--- src/rtl/stage3.sv ---
// rtl/stage3.sv - Execute stage: ALU, Z/N flags, J/BRZ/BRN resolution, squash and EX/MEM buffer.
module stage3 #(
    parameter int WIDTH        = 32,
    parameter int RADDR        = 6,
    parameter int SQUASH_SLOTS = 2
) (
    input  logic             clk,
    input  logic             rst_n,
    input  logic             in_valid,
    input  logic [WIDTH-1:0] in_imm,
    input  logic [RADDR-1:0] in_rd,
    input  logic [WIDTH-1:0] in_rd1,
    input  logic [WIDTH-1:0] in_rd2,
    input  logic [WIDTH-1:0] in_PC,
    input  logic             in_brz,
    input  logic             in_brn,
    input  logic             in_j,
    input  logic             in_regw,
    input  logic             in_wai,
    input  logic             in_memw,
    input  logic             in_memr,
    input  logic             in_alusrc,
    input  logic [2:0]       in_aluop,
    input  logic             in_hold,
    output logic             out_valid,
    output logic [WIDTH-1:0] out_alu,
    output logic [WIDTH-1:0] out_rd2,
    output logic [RADDR-1:0] out_rd,
    output logic [WIDTH-1:0] out_PC,
    output logic             out_regw,
    output logic             out_wai,
    output logic             out_memw,
    output logic             out_memr,
    output logic             out_take,
    output logic [WIDTH-1:0] out_target,
    output logic             out_z,
    output logic             out_n,
    output logic             out_squashing
);

    localparam logic [1:0] SLOTS = 2'(SQUASH_SLOTS);

    logic             valid_q, valid_d;
    logic [WIDTH-1:0] alu_q, alu_d;
    logic [WIDTH-1:0] rd2_q, rd2_d;
    logic [RADDR-1:0] rd_q, rd_d;
    logic [WIDTH-1:0] pc_q, pc_d;
    logic             regw_q, regw_d;
    logic             wai_q, wai_d;
    logic             memw_q, memw_d;
    logic             memr_q, memr_d;
    logic             take_q, take_d;
    logic [WIDTH-1:0] target_q, target_d;
    logic             z_q, z_d;
    logic             n_q, n_d;
    logic [1:0]       sq_q, sq_d;

    logic [WIDTH-1:0] op_b;
    logic [WIDTH-1:0] alu_res;
    logic             eff_valid;
    logic             take;

    assign op_b      = in_alusrc ? in_imm : in_rd2;
    assign eff_valid = in_valid & (sq_q == 2'd0);
    // Branch conditions see the flags as they stood before this instruction.
    assign take      = eff_valid & (in_j | (in_brz & z_q) | (in_brn & n_q));

    always_comb begin
        alu_res = '0;
        case (in_aluop)
            3'b000:  alu_res = in_rd1 + op_b;
            3'b001:  alu_res = in_rd1 - op_b;
            3'b010:  alu_res = {WIDTH{1'b0}} - in_rd1;
            3'b011:  alu_res = op_b;
            3'b100:  alu_res = in_rd1;
            default: alu_res = '0;
        endcase
    end

    always_comb begin
        valid_d  = valid_q;
        alu_d    = alu_q;
        rd2_d    = rd2_q;
        rd_d     = rd_q;
        pc_d     = pc_q;
        regw_d   = regw_q;
        wai_d    = wai_q;
        memw_d   = memw_q;
        memr_d   = memr_q;
        take_d   = 1'b0;
        target_d = target_q;
        z_d      = z_q;
        n_d      = n_q;
        sq_d     = sq_q;
        if (!in_hold) begin
            valid_d = eff_valid;
            alu_d   = alu_res;
            rd2_d   = in_rd2;
            rd_d    = in_rd;
            pc_d    = in_PC;
            regw_d  = eff_valid & in_regw;
            wai_d   = in_wai;
            memw_d  = eff_valid & in_memw;
            memr_d  = eff_valid & in_memr;
            if (eff_valid && in_regw && !in_memr) begin
                z_d = (alu_res == '0);
                n_d = alu_res[WIDTH-1];
            end
            if (take) begin
                take_d   = 1'b1;
                target_d = in_rd1;
                sq_d     = SLOTS;
            end else if (sq_q != 2'd0 && in_valid) begin
                sq_d = sq_q - 2'd1;
            end
        end
    end

    always_ff @(posedge clk or negedge rst_n) begin
        if (!rst_n) begin
            valid_q  <= 1'b0;
            alu_q    <= '0;
            rd2_q    <= '0;
            rd_q     <= '0;
            pc_q     <= '0;
            regw_q   <= 1'b0;
            wai_q    <= 1'b0;
            memw_q   <= 1'b0;
            memr_q   <= 1'b0;
            take_q   <= 1'b0;
            target_q <= '0;
            z_q      <= 1'b0;
            n_q      <= 1'b0;
            sq_q     <= 2'd0;
        end else begin
            valid_q  <= valid_d;
            alu_q    <= alu_d;
            rd2_q    <= rd2_d;
            rd_q     <= rd_d;
            pc_q     <= pc_d;
            regw_q   <= regw_d;
            wai_q    <= wai_d;
            memw_q   <= memw_d;
            memr_q   <= memr_d;
            take_q   <= take_d;
            target_q <= target_d;
            z_q      <= z_d;
            n_q      <= n_d;
            sq_q     <= sq_d;
        end
    end

    assign out_valid     = valid_q;
    assign out_alu       = alu_q;
    assign out_rd2       = rd2_q;
    assign out_rd        = rd_q;
    assign out_PC        = pc_q;
    assign out_regw      = regw_q;
    assign out_wai       = wai_q;
    assign out_memw      = memw_q;
    assign out_memr      = memr_q;
    assign out_take      = take_q;
    assign out_target    = target_q;
    assign out_z         = z_q;
    assign out_n         = n_q;
    assign out_squashing = (sq_q != 2'd0);

endmodule

--- config.mk ---
export PLATFORM = sky130hd
export DESIGN_NAME = stage3
export DESIGN_NICKNAME = d
export VERILOG_FILES = /design/src/rtl/stage3.sv
export SDC_FILE = /design/constraint.sdc
export NUM_CORES = 1
export LEC_CHECK = 0
export BUFFER_PORTS_ARGS = -buffer_cell sky130_fd_sc_hd__buf_2
export CELL_PAD_IN_SITES_DETAIL_PLACEMENT = 0
export CELL_PAD_IN_SITES_GLOBAL_PLACEMENT = 1
export CORE_MARGIN = 3
export CORE_UTILIZATION = 35
export CTS_BUF_LIST = sky130_fd_sc_hd__clkbuf_2 sky130_fd_sc_hd__clkbuf_4 sky130_fd_sc_hd__clkbuf_8
export CTS_CLUSTER_DIAMETER = 200
export DETAILED_ROUTE_END_ITERATION = 8
export PLACE_DENSITY_LB_ADDON = 0.1
export SLEW_MARGIN = 30
export SYNTH_ARGS = -nofsm -noshare
export SYNTH_HDL_FRONTEND = slang
export SYNTH_SLANG_ARGS = --single-unit
--- constraint.sdc ---
create_clock -name clk -period 2.4 [get_ports clk]
set_clock_uncertainty 0.1 [all_clocks]
set_input_delay 0.36 -clock clk [delete_from_list [all_inputs] [get_ports clk]]
set_output_delay 0.36 -clock clk [all_outputs]
set_load 0.005 [all_outputs]
==> flow_summary.yaml, run 1 <==
synthesis:
  ys_seq_elements: 144
  synthArstFlopShare_pct: 100.0
  yosysSeqAreaShare_pct: 36.19
  synth.most_common_cell: "dfrtp_1"
  yosysWarnings: 0
  synth_edf_count: 0
  syn_nets: 1231
  synthCells: 1047
  ys_top_cells_by_area: "dfrtp_1 36%, mux2_2 14%, ha_1 4.3%"
  syn_avg_cell_area_um2: 9.509
  synth_top_area_share_pct: 36.19
  synth_top_area_cell: "dfrtp_1"
  yosysUniqueCellTypes: 66
  synth_common_cells: "144 x dfrtp_1, 126 x mux2_2, 76 x nor2_1"
  synth_top_flop_cell: "dfrtp_1"
  synth_area_um2: 9956
setup_path:
  r2r_slack_ns: 0.43
  crit_type: "in -> reg"
  endpoint_kind: "flop"
  r2r_end: "out_n"
  crit_slowest_cell: "or4_1"
  crit_path_max_fanout: 4
  r2r_cells: 7
  worstPathArrival_ns: 4.61
  cp_top_family: "simple AND/OR/NAND/NOR gates"
  crit_path_start_kind: "input pin"
  cp.buffers_inverters: 4
  path_cells: "buf_12, mux2_4, inv_4, ha_4, o21ai_2, or2_4, nor3b_4, nand2_2, o21ai_2, xnor2_1, ha_1, buf_4, a21o_4, nor2_4, nand2_2, o211ai_1, o211ai_1, a2111o_1, nor4_2, buf_4, nand4_1, or4_1, o22ai_1"
  critical_path.max_stage_delay_ns: 0.51
  worstPathRequired_ns: 2.68
  regToRegStartpoint: "sq_q[0]"
clock_tree:
  cts_root_buf: "clkbuf_8"
  cts_buffers: 17
  clk_latency_ns: 0.46
  clk_pin_slew_ns: 0.09
  cts.sinks: 144
  h-tree-depth: 4
  clock_path_buffers: 2
  cts_tree: "done"
power:
  powerDensity_nw_per_um2: 603.1
  internal_power_mw: 6.446
  combPwrFrac_pct: 46.2
  switching_share_pct: 36.28
  seqPwrFrac_pct: 32.0
  cellLeakagePower_nw: 7.864
  pwr-share-clk_pct: 21.8
  max-vdd-ir-drop_uv: 390.2
  p_switching_mw: 3.670
sta:
  fin_crit_ns: 4.332
  tns_ns: -32.64
  finalSetupViolCount: 30
  finalMaxSlewViolations: 0
  period_share_pct: 180.5
  rsz0062_at_grt: "yes"
  maxSlewHeadroom_pct: 44.81
  max_freq_ghz: 0.2308
  worst_pin_slew_ns: 0.8260
  finalHoldViolations: 0
  fin_ws_ns: -1.932
floorplanning:
  io_pins: 292
  core_um2: 27930
  die_area_um2: 30500
  num_rows: 61
  initial_core_util_pct: 35.64
  die_h_um: 174.7
  die_w_um: 174.7
run:
  maxCapViolations: 0
place:
  place_congestion: 0.9278
  pre_cts_ws_ns: -2.595
  dp_hpwl_mm: 31.44
  port_buffers: 291
global_routing:
  grt_use_total_pct: 25.32
  grt_max_degree: 56
  antenna_found_initial: 3
  grt_pass1_vias: 11255
  grt_pass1_wl_mm: 60.22
  grt-ovfl-total: 0
final_layout:
  nets: 1889
  postLayoutCoreUtil_pct: 60.05
  drive_gt1_share_pct: 60.19
  nFillCells: 2533
  syn2layout_area_growth_pct: 68.48
hold_path:
  hp-start: "in_PC[18]"
  hold_depth: 2
  hold_class: "in -> reg"
  whs_endpoint: "out_PC[18]"
route:
  drc: 0
  drtPass1Iterations: 5
  num_vias: 10942
  viasPerCell: 5.218
  drt_iter0_drc: 583
  avgRoutedWirePerCell_um: 19.16
  ant_nets: 0
  wl_mm: 40.17
status:
  status: "complete, but fails checks"
  failed_checks: "negative setup slack"
[registers in the layout, indices dropped and copies added (netlist names)]
name and cells:
out_n 1, out_wai 1, out_valid 1, out_PC 32, out_z 1, out_regw 1
out_alu 32, out_take 1, out_memr 1, out_target 32, out_rd2 32, sq_q 2
out_memw 1, out_rd 6
[area by class of cell]
class | count | area [µm²] | share of cell area (%)
clock inverters | 15 | 188.9 | 1.126
multi-input cells | 815 | 7341 | 43.76
repair buffers | 696 | 4807 | 28.66
diodes | 1 | 2.502 | 0.01492
well taps | 378 | 473.0 | 2.820
inverters | 31 | 123.9 | 0.7385
clock buffers | 17 | 234.0 | 1.395
flip-flops and latches | 144 | 3603 | 21.48
[kinds of logic after synthesis]
group | share of synthesized area (%)
muxes | 18.27
xor gates and xnor gates | 5.366
DFF | 36.19
and+or+nand+nor | 15.75
AOI/OAI and AO/OA | 16.63
adders and majority gates | 4.474
buffers and inverters | 3.318
[worst register-to-register path: stages (launching register included)]
cell and delay (ns):
dfrtp_1 0.37, inv_1 0.08, ha_1 0.27, nand2_1 0.14, nor4b_1 0.44, buf_4 0.22, o211ai_1 0.12, o21a_1 0.13
[worst max path at each step]
stage,from,endpoint,slack (ns),cells past startpoint
2_1_floorplan,in_alusrc,out_z,-1.97,23
3_3_place_gp,in_alusrc,out_z,-2.48,21
3_5_place_dp,in_alusrc,out_z,-2.60,22
4_1_cts,in_alusrc,out_z,-1.84,21
5_1_grt,in_alusrc,out_z,-2.06,23
6_report,in_alusrc,out_z,-1.93,23
[cells in the final DEF, fill, tap and decap left out, types with 10 or more instances in the layout]
| cell type | instances |
|---|---|
| buf_6 | 26 |
| o21ai_0 | 27 |
| nor3_1 | 24 |
| mux2i_1 | 39 |
| xor2_1 | 22 |
| a21oi_1 | 32 |
| o21ai_2 | 15 |
| clkbuf_8 | 17 |
| buf_2 | 287 |
| nor3_2 | 10 |
| nor2_1 | 66 |
| xnor2_1 | 26 |
| dfrtp_1 | 144 |
| nand4_1 | 15 |
| mux2_2 | 119 |
| nand3_1 | 17 |
| buf_12 | 10 |
| o211ai_1 | 14 |
| dlygate4sd3_1 | 31 |
| a21oi_2 | 24 |
| inv_1 | 28 |
| nand2_1 | 44 |
| buf_4 | 342 |
| nand2_2 | 12 |
| a21o_1 | 16 |
| ha_1 | 22 |
[stage by stage]
step	hold WS [ns]	cells	total power, mW	instance area (µm²)
after floorplan	-0.03559	1047	5.180	10500
after global placement	0.2560	1978	7.166	14560
after detailed placement	0.2654	1978	7.222	14560
after CTS	0.0001772	2083	9.968	16200
after global routing	0.001982	2097	10.68	16770
final	0.02600	2097	10.12	16770
[power groups by stage]
stage | Combinational (mW) | Sequential (mW) | Clock [mW]
after floorplan | 1.87 | 3.31 | 0
after global placement | 3.90 | 3.26 | 0
after detailed placement | 3.94 | 3.28 | 0
after CTS | 4.43 | 3.24 | 2.29
after global routing | 5.02 | 3.30 | 2.35
final | 4.67 | 3.24 | 2.21
[routing by layer]
layer / vias to the layer above / GRT usage (%) / share of wire (%)
li1: 5213 / - / -
met1: 5317 / 27.81 / 38
met2: 325 / 47.41 / 53
met3: 83 / 4.237 / 4.5
met4: 4 / 11.64 / 4.7
met5: - / 0 / 0.067
[what timing repair did]
item / CTS / global route
resized for setup: 119 / 99
pin swaps: 81 / 94
hold buffers: 31 / 0
endpoints found under the hold margin: 82 / 0
endpoints found under the setup margin: 30 / 30
setup buffers: 51 / 23
Note: power is estimated with default switching activity, not from simulation.
==> inputs of run 2 (changes only) <==
SETUP_SLACK_MARGIN = 0.5   (was not set)
==> flow_summary.yaml, run 2 (synthesis results as in run 1) <==
power:
  p_switching_mw: 3.661
  internal_power_mw: 6.448
  combPwrFrac_pct: 47.2
  max-vdd-ir-drop_uv: 383.7
  pwr-share-clk_pct: 20.9
  seqPwrFrac_pct: 32.0
  switching_share_pct: 36.21
  powerDensity_nw_per_um2: 604.1
  cellLeakagePower_nw: 7.865
setup_path:
  regToRegStartpoint: "sq_q[1]"
  crit_path_max_fanout: 5
  worstPathRequired_ns: 2.67
  r2r_cells: 7
  endpoint_kind: "flop"
  path_cells: "buf_12, mux2_4, inv_4, ha_4, o21ai_4, or2_4, or3b_4, o21ai_2, xnor2_1, ha_2, nand4_1, nor2_1, o21ai_2, a32oi_2, nand3_2, a2111o_1, nor4_2, buf_4, nand4_1, or4_4, o22ai_2"
  critical_path.max_stage_delay_ns: 0.54
  crit_type: "in -> reg"
  crit_start: "in_alusrc"
  crit_path_start_kind: "input pin"
  worstPathArrival_ns: 4.63
  crit_slowest_cell: "or4_4"
route:
  wl_mm: 39.89
  num_vias: 10871
  ant_nets: 0
  viasPerCell: 5.184
  avgRoutedWirePerCell_um: 19.02
  drc: 0
  drt_iter0_drc: 638
  drtPass1Iterations: 5
sta:
  period_share_pct: 181.8
  finalHoldViolations: 0
  finalSetupViolCount: 30
  maxSlewHeadroom_pct: 48.98
  worst_pin_slew_ns: 0.7583
  max_freq_ghz: 0.2292
  finalMaxSlewViolations: 0
  fin_crit_ns: 4.363
  hold-worst-slack_ns: 0.02682
  fin_ws_ns: -1.963
  rsz0062_at_grt: "yes"
run:
  maxCapViolations: 0
final_layout:
  postLayoutCoreUtil_pct: 59.91
  nFillCells: 2560
  layout_common_cells: "342 x buf_4, 288 x buf_2, 144 x dfrtp_1"
  final_common_cell: "buf_4"
  drive_gt1_share_pct: 59.92
  nets: 1890
  diodes: 0
  syn2layout_area_growth_pct: 68.09
clock_tree:
  h-tree-depth: 4
  cts_buffers: 17
  clk_pin_slew_ns: 0.11
  clk_latency_ns: 0.45
  cts_root_buf: "clkbuf_8"
  clock_path_buffers: 2
  cts_tree: "done"
  cts.sinks: 144
status:
  status: "complete, but fails checks"
  failed_checks: "negative setup slack"
hold_path:
  hp-start: "in_PC[28]"
  hold_depth: 2
  hold_class: "in -> reg"
floorplanning:
  num_rows: 61
  die_h_um: 174.7
  die_area_um2: 30500
  initial_core_util_pct: 35.64
  io_pins: 292
  die_w_um: 174.7
  core_um2: 27930
global_routing:
  grt_pass1_vias: 11236
  antenna_found_initial: 2
  grt_pass1_wl_mm: 60.91
  grt-ovfl-total: 0
  grt_use_total_pct: 25.43
  grt_max_degree: 63
place:
  dp_hpwl_mm: 30.65
  pre_cts_ws_ns: -2.553
  place_congestion: 0.9061
  port_buffers: 291
[run 2: per-stage QoR]
step / instance area, µm² / setup TNS, ns / instances / power [mW]
after floorplan: 10500 / -35.63 / 1047 / 5.183
after global placement: 14600 / -49.84 / 1985 / 7.193
after detailed placement: 14600 / -51.17 / 1985 / 7.237
after CTS: 16150 / -32.25 / 2077 / 9.875
after global routing: 16730 / -38.36 / 2097 / 10.73
final: 16730 / -34.13 / 2097 / 10.11
[run 2: area by class of cell]
cell class                      instances  area, µm²  share of cell area (%)
Multi-Input combinational cell        815       7282                   43.51
Clock buffer                           18      247.7                   1.480
Timing Repair Buffer                  697       4847                   28.96
Inverter                               31      118.9                  0.7103
Clock inverter                         14      162.7                  0.9720
Tap cell                              378      473.0                   2.826
Sequential cell                       144       3603                   21.53
[run 2: final timing paths]
kind,end,slack [ns]
min,out_PC[28],0.03
min reg2reg,out_valid,0.40
max reg2reg,out_target[31],0.58
max,out_z,-1.96
max in group asynchronous,out_target[24],1.32
min in group asynchronous,out_rd2[28],0.25
[run 2: worst max-delay path: cells and delay by family]
family                   cells  cell delay (ns)
XOR/XNOR                     1             0.09
adder cells (fa/ha/maj)      2             0.50
AND/OR/NAND/NOR              8             2.00
multiplexers                 1             0.31
AO/OA/AOI/OAI                6             1.02
buffers and inverters        3             0.34
[run 2: power by group through the flow]
| stage | clock network (mW) | logic (mW) | registers [mW] |
|---|---|---|---|
| after floorplan | 0 | 1.87 | 3.31 |
| after global placement | 0 | 3.94 | 3.25 |
| after detailed placement | 0 | 3.97 | 3.27 |
| after CTS | 2.21 | 4.44 | 3.23 |
| after global routing | 2.29 | 5.14 | 3.31 |
| final | 2.11 | 4.77 | 3.23 |
[run 2: repair_timing]
action | in CTS | in global routing
resized for setup | 126 | 76
hold buffers | 21 | 0
buffers inserted | 39 | 18
cloned | 0 | 2
setup endpoints to repair | 33 | 66
pin swaps | 65 | 53
hold endpoints to repair | 49 | 0
[run 2: metal layers]
layer | GRT usage, % | vias to the layer above | routed length [µm]
met3 | 3.716 | 62 | 1628
met2 | 48.57 | 292 | 21610
met1 | 28.80 | 5289 | 15370
met4 | 8.477 | 4 | 1254
li1 | - | 5224 | -
met5 | 0 | - | 21
==> inputs of run 3 (changes only) <==
CORE_ASPECT_RATIO = 1.25   (was not set)
==> flow_summary.yaml, run 3 (synthesis results as in run 1) <==
run:
  maxCapViolations: 0
global_routing:
  grt_pass1_wl_mm: 61.72
  grtUsageMet2_pct: 51.16
  busiest_layer: "met2"
  met3_usage_pct: 2.739
  antenna_found_initial: 0
  grt_max_degree: 75
  grt_pass1_vias: 11353
  grt_use_total_pct: 26.29
  grt-ovfl-total: 0
  met1_usage_pct: 27.67
final_layout:
  final_common_cell: "buf_4"
  nets: 1907
  syn2layout_area_growth_pct: 67.79
  drive_gt1_share_pct: 59.48
  layout_common_cells: "353 x buf_4, 288 x buf_2, 144 x dfrtp_1"
  diodes: 0
  postLayoutCoreUtil_pct: 60.04
route:
  drtPass1Iterations: 5
  num_vias: 10949
  wl_mm: 41.12
  ant_nets: 0
  avgRoutedWirePerCell_um: 19.72
  drt_iter0_drc: 412
  drc: 0
  viasPerCell: 5.251
setup_path:
  worstPathRequired_ns: 2.69
  worstPathArrival_ns: 4.57
  r2r_slack_ns: 0.60
  cp-endpoint: "out_z"
  r2r_end: "out_target[29]"
  cp_common_cell: "ha_4"
  crit_type: "in -> reg"
  crit_path_start_kind: "input pin"
  cp_top_family: "simple AND/OR/NAND/NOR gates"
  path_cells: "buf_12, mux2_4, inv_4, ha_4, o21ai_2, or2_4, or3b_4, nand2_4, xnor2_4, ha_4, a21oi_4, o21a_1, nor2_4, a211oi_4, xnor2_2, a2111o_1, nor4_2, buf_4, nand4_1, or4_4, o22ai_2"
  crit_start: "in_alusrc"
  regToRegStartpoint: "sq_q[1]"
  critical_path.max_stage_delay_ns: 0.54
  endpoint_kind: "flop"
  crit_path_max_fanout: 6
  crit_slowest_cell: "or4_4"
  cp.buffers_inverters: 3
  r2r_cells: 7
  crit_cells: 21
clock_tree:
  cts_tree: "done"
  clk_pin_slew_ns: 0.09
  cts.sinks: 144
  clk_latency_ns: 0.46
  cts_root_buf: "clkbuf_8"
  cts_buffers: 17
  h-tree-depth: 4
  clock_path_buffers: 2
floorplanning:
  io_pins: 292
  core_um2: 27820
  num_rows: 68
  die_area_um2: 30520
  die_h_um: 194.6
  die_w_um: 156.9
  initial_core_util_pct: 35.78
power:
  internal_power_mw: 6.179
  p_total_mw: 9.740
  powerDensity_nw_per_um2: 583.1
  max-vdd-ir-drop_uv: 360.1
  seqPwrFrac_pct: 33.1
  cellLeakagePower_nw: 7.889
  pwr-share-clk_pct: 19.6
  switching_share_pct: 36.56
  p_switching_mw: 3.561
  combPwrFrac_pct: 47.3
status:
  status: "complete, but fails checks"
  failed_checks: "negative setup slack"
sta:
  maxSlewHeadroom_pct: 41.96
  finalHoldViolations: 0
  fin_ws_ns: -1.876
  period_share_pct: 178.2
  finalSetupViolCount: 30
  fin_crit_ns: 4.276
  max_freq_ghz: 0.2338
  rsz0062_at_grt: "yes"
  worst_pin_slew_ns: 0.8626
  finalMaxSlewViolations: 0
  hold-worst-slack_ns: 0.03132
place:
  pre_cts_ws_ns: -2.596
  dp_hpwl_mm: 32.21
  place_congestion: 0.9142
  port_buffers: 291
hold_path:
  hold_class: "in -> reg"
[run 3: cell types whose count changed in the layout (fill, tap and decap cells not counted), moves of 4 or more]
cell / previous run / this run
a21oi_1: 42 / 36
a21oi_2: 17 / 22
buf_4: 342 / 353
buf_6: 34 / 23
dlygate4sd3_1: 21 / 41
nor3_2: 5 / 9
o21ai_1: 6 / 10
xnor2_2: 8 / 12
[run 3: routing by layer]
metal | wire [µm] | part of all wire, % | up-vias
met4 | 1786 | 4.3 | 0
li1 | - | - | 5249
met5 | 0 | 0 | -
met2 | 23110 | 56 | 253
met3 | 1077 | 2.6 | 77
met1 | 15150 | 37 | 5370
[run 3: how the worst min path moves through the flow]
stage | startpoint | depth (start not counted) | slack, ns | end
6_report | in_PC[30] | 2 | 0.03 | out_PC[30]
3_5_place_dp | rst_n | 1 | 0.21 | out_rd2[29]
5_1_grt | in_PC[30] | 2 | 0.02 | out_PC[30]
3_3_place_gp | rst_n | 1 | 0.21 | out_rd2[28]
4_1_cts | in_PC[30] | 2 | 0.0003 | out_PC[30]
2_1_floorplan | rst_n | 0 | -0.04 | out_PC[0]
[run 3: power by group through the flow]
stage               Combinational, mW  Clock (mW)  Sequential, mW
finish                           4.61        1.91            3.22
global route                     4.99        2.06            3.30
CTS                              4.39        1.99            3.22
detailed placement               3.98           0            3.27
global placement                 3.96           0            3.24
floorplan                        1.87           0            3.31
[run 3: layout make-up]
class / count / area (µm²)
Fill cell: 2558 / 11120
Multi-Input combinational cell: 815 / 7247
Timing Repair Buffer: 714 / 4941
Sequential cell: 144 / 3603
Tap cell: 350 / 437.9
Clock buffer: 17 / 234.0
Clock inverter: 14 / 122.6
Inverter: 31 / 118.9
[run 3: per-stage QoR]
| stage | cell area [µm²] | std cells | TNS [ns] |
|---|---|---|---|
| after detailed placement | 14650 | 1973 | -53.97 |
| after global routing | 16700 | 2085 | -35.89 |
| final | 16700 | 2085 | -31.54 |
| after CTS | 16230 | 2072 | -30.82 |
| after global placement | 14650 | 1973 | -51.86 |
| after floorplan | 10500 | 1047 | -35.63 |
[run 3: repair_timing]
item,4_1_cts,5_1_grt
setup buffers,27,12
gates cloned,0,1
hold buffers,41,0
pin swaps,76,59
endpoints found under the hold margin,77,0
resized for setup,125,69
endpoints found under the setup margin,56,66
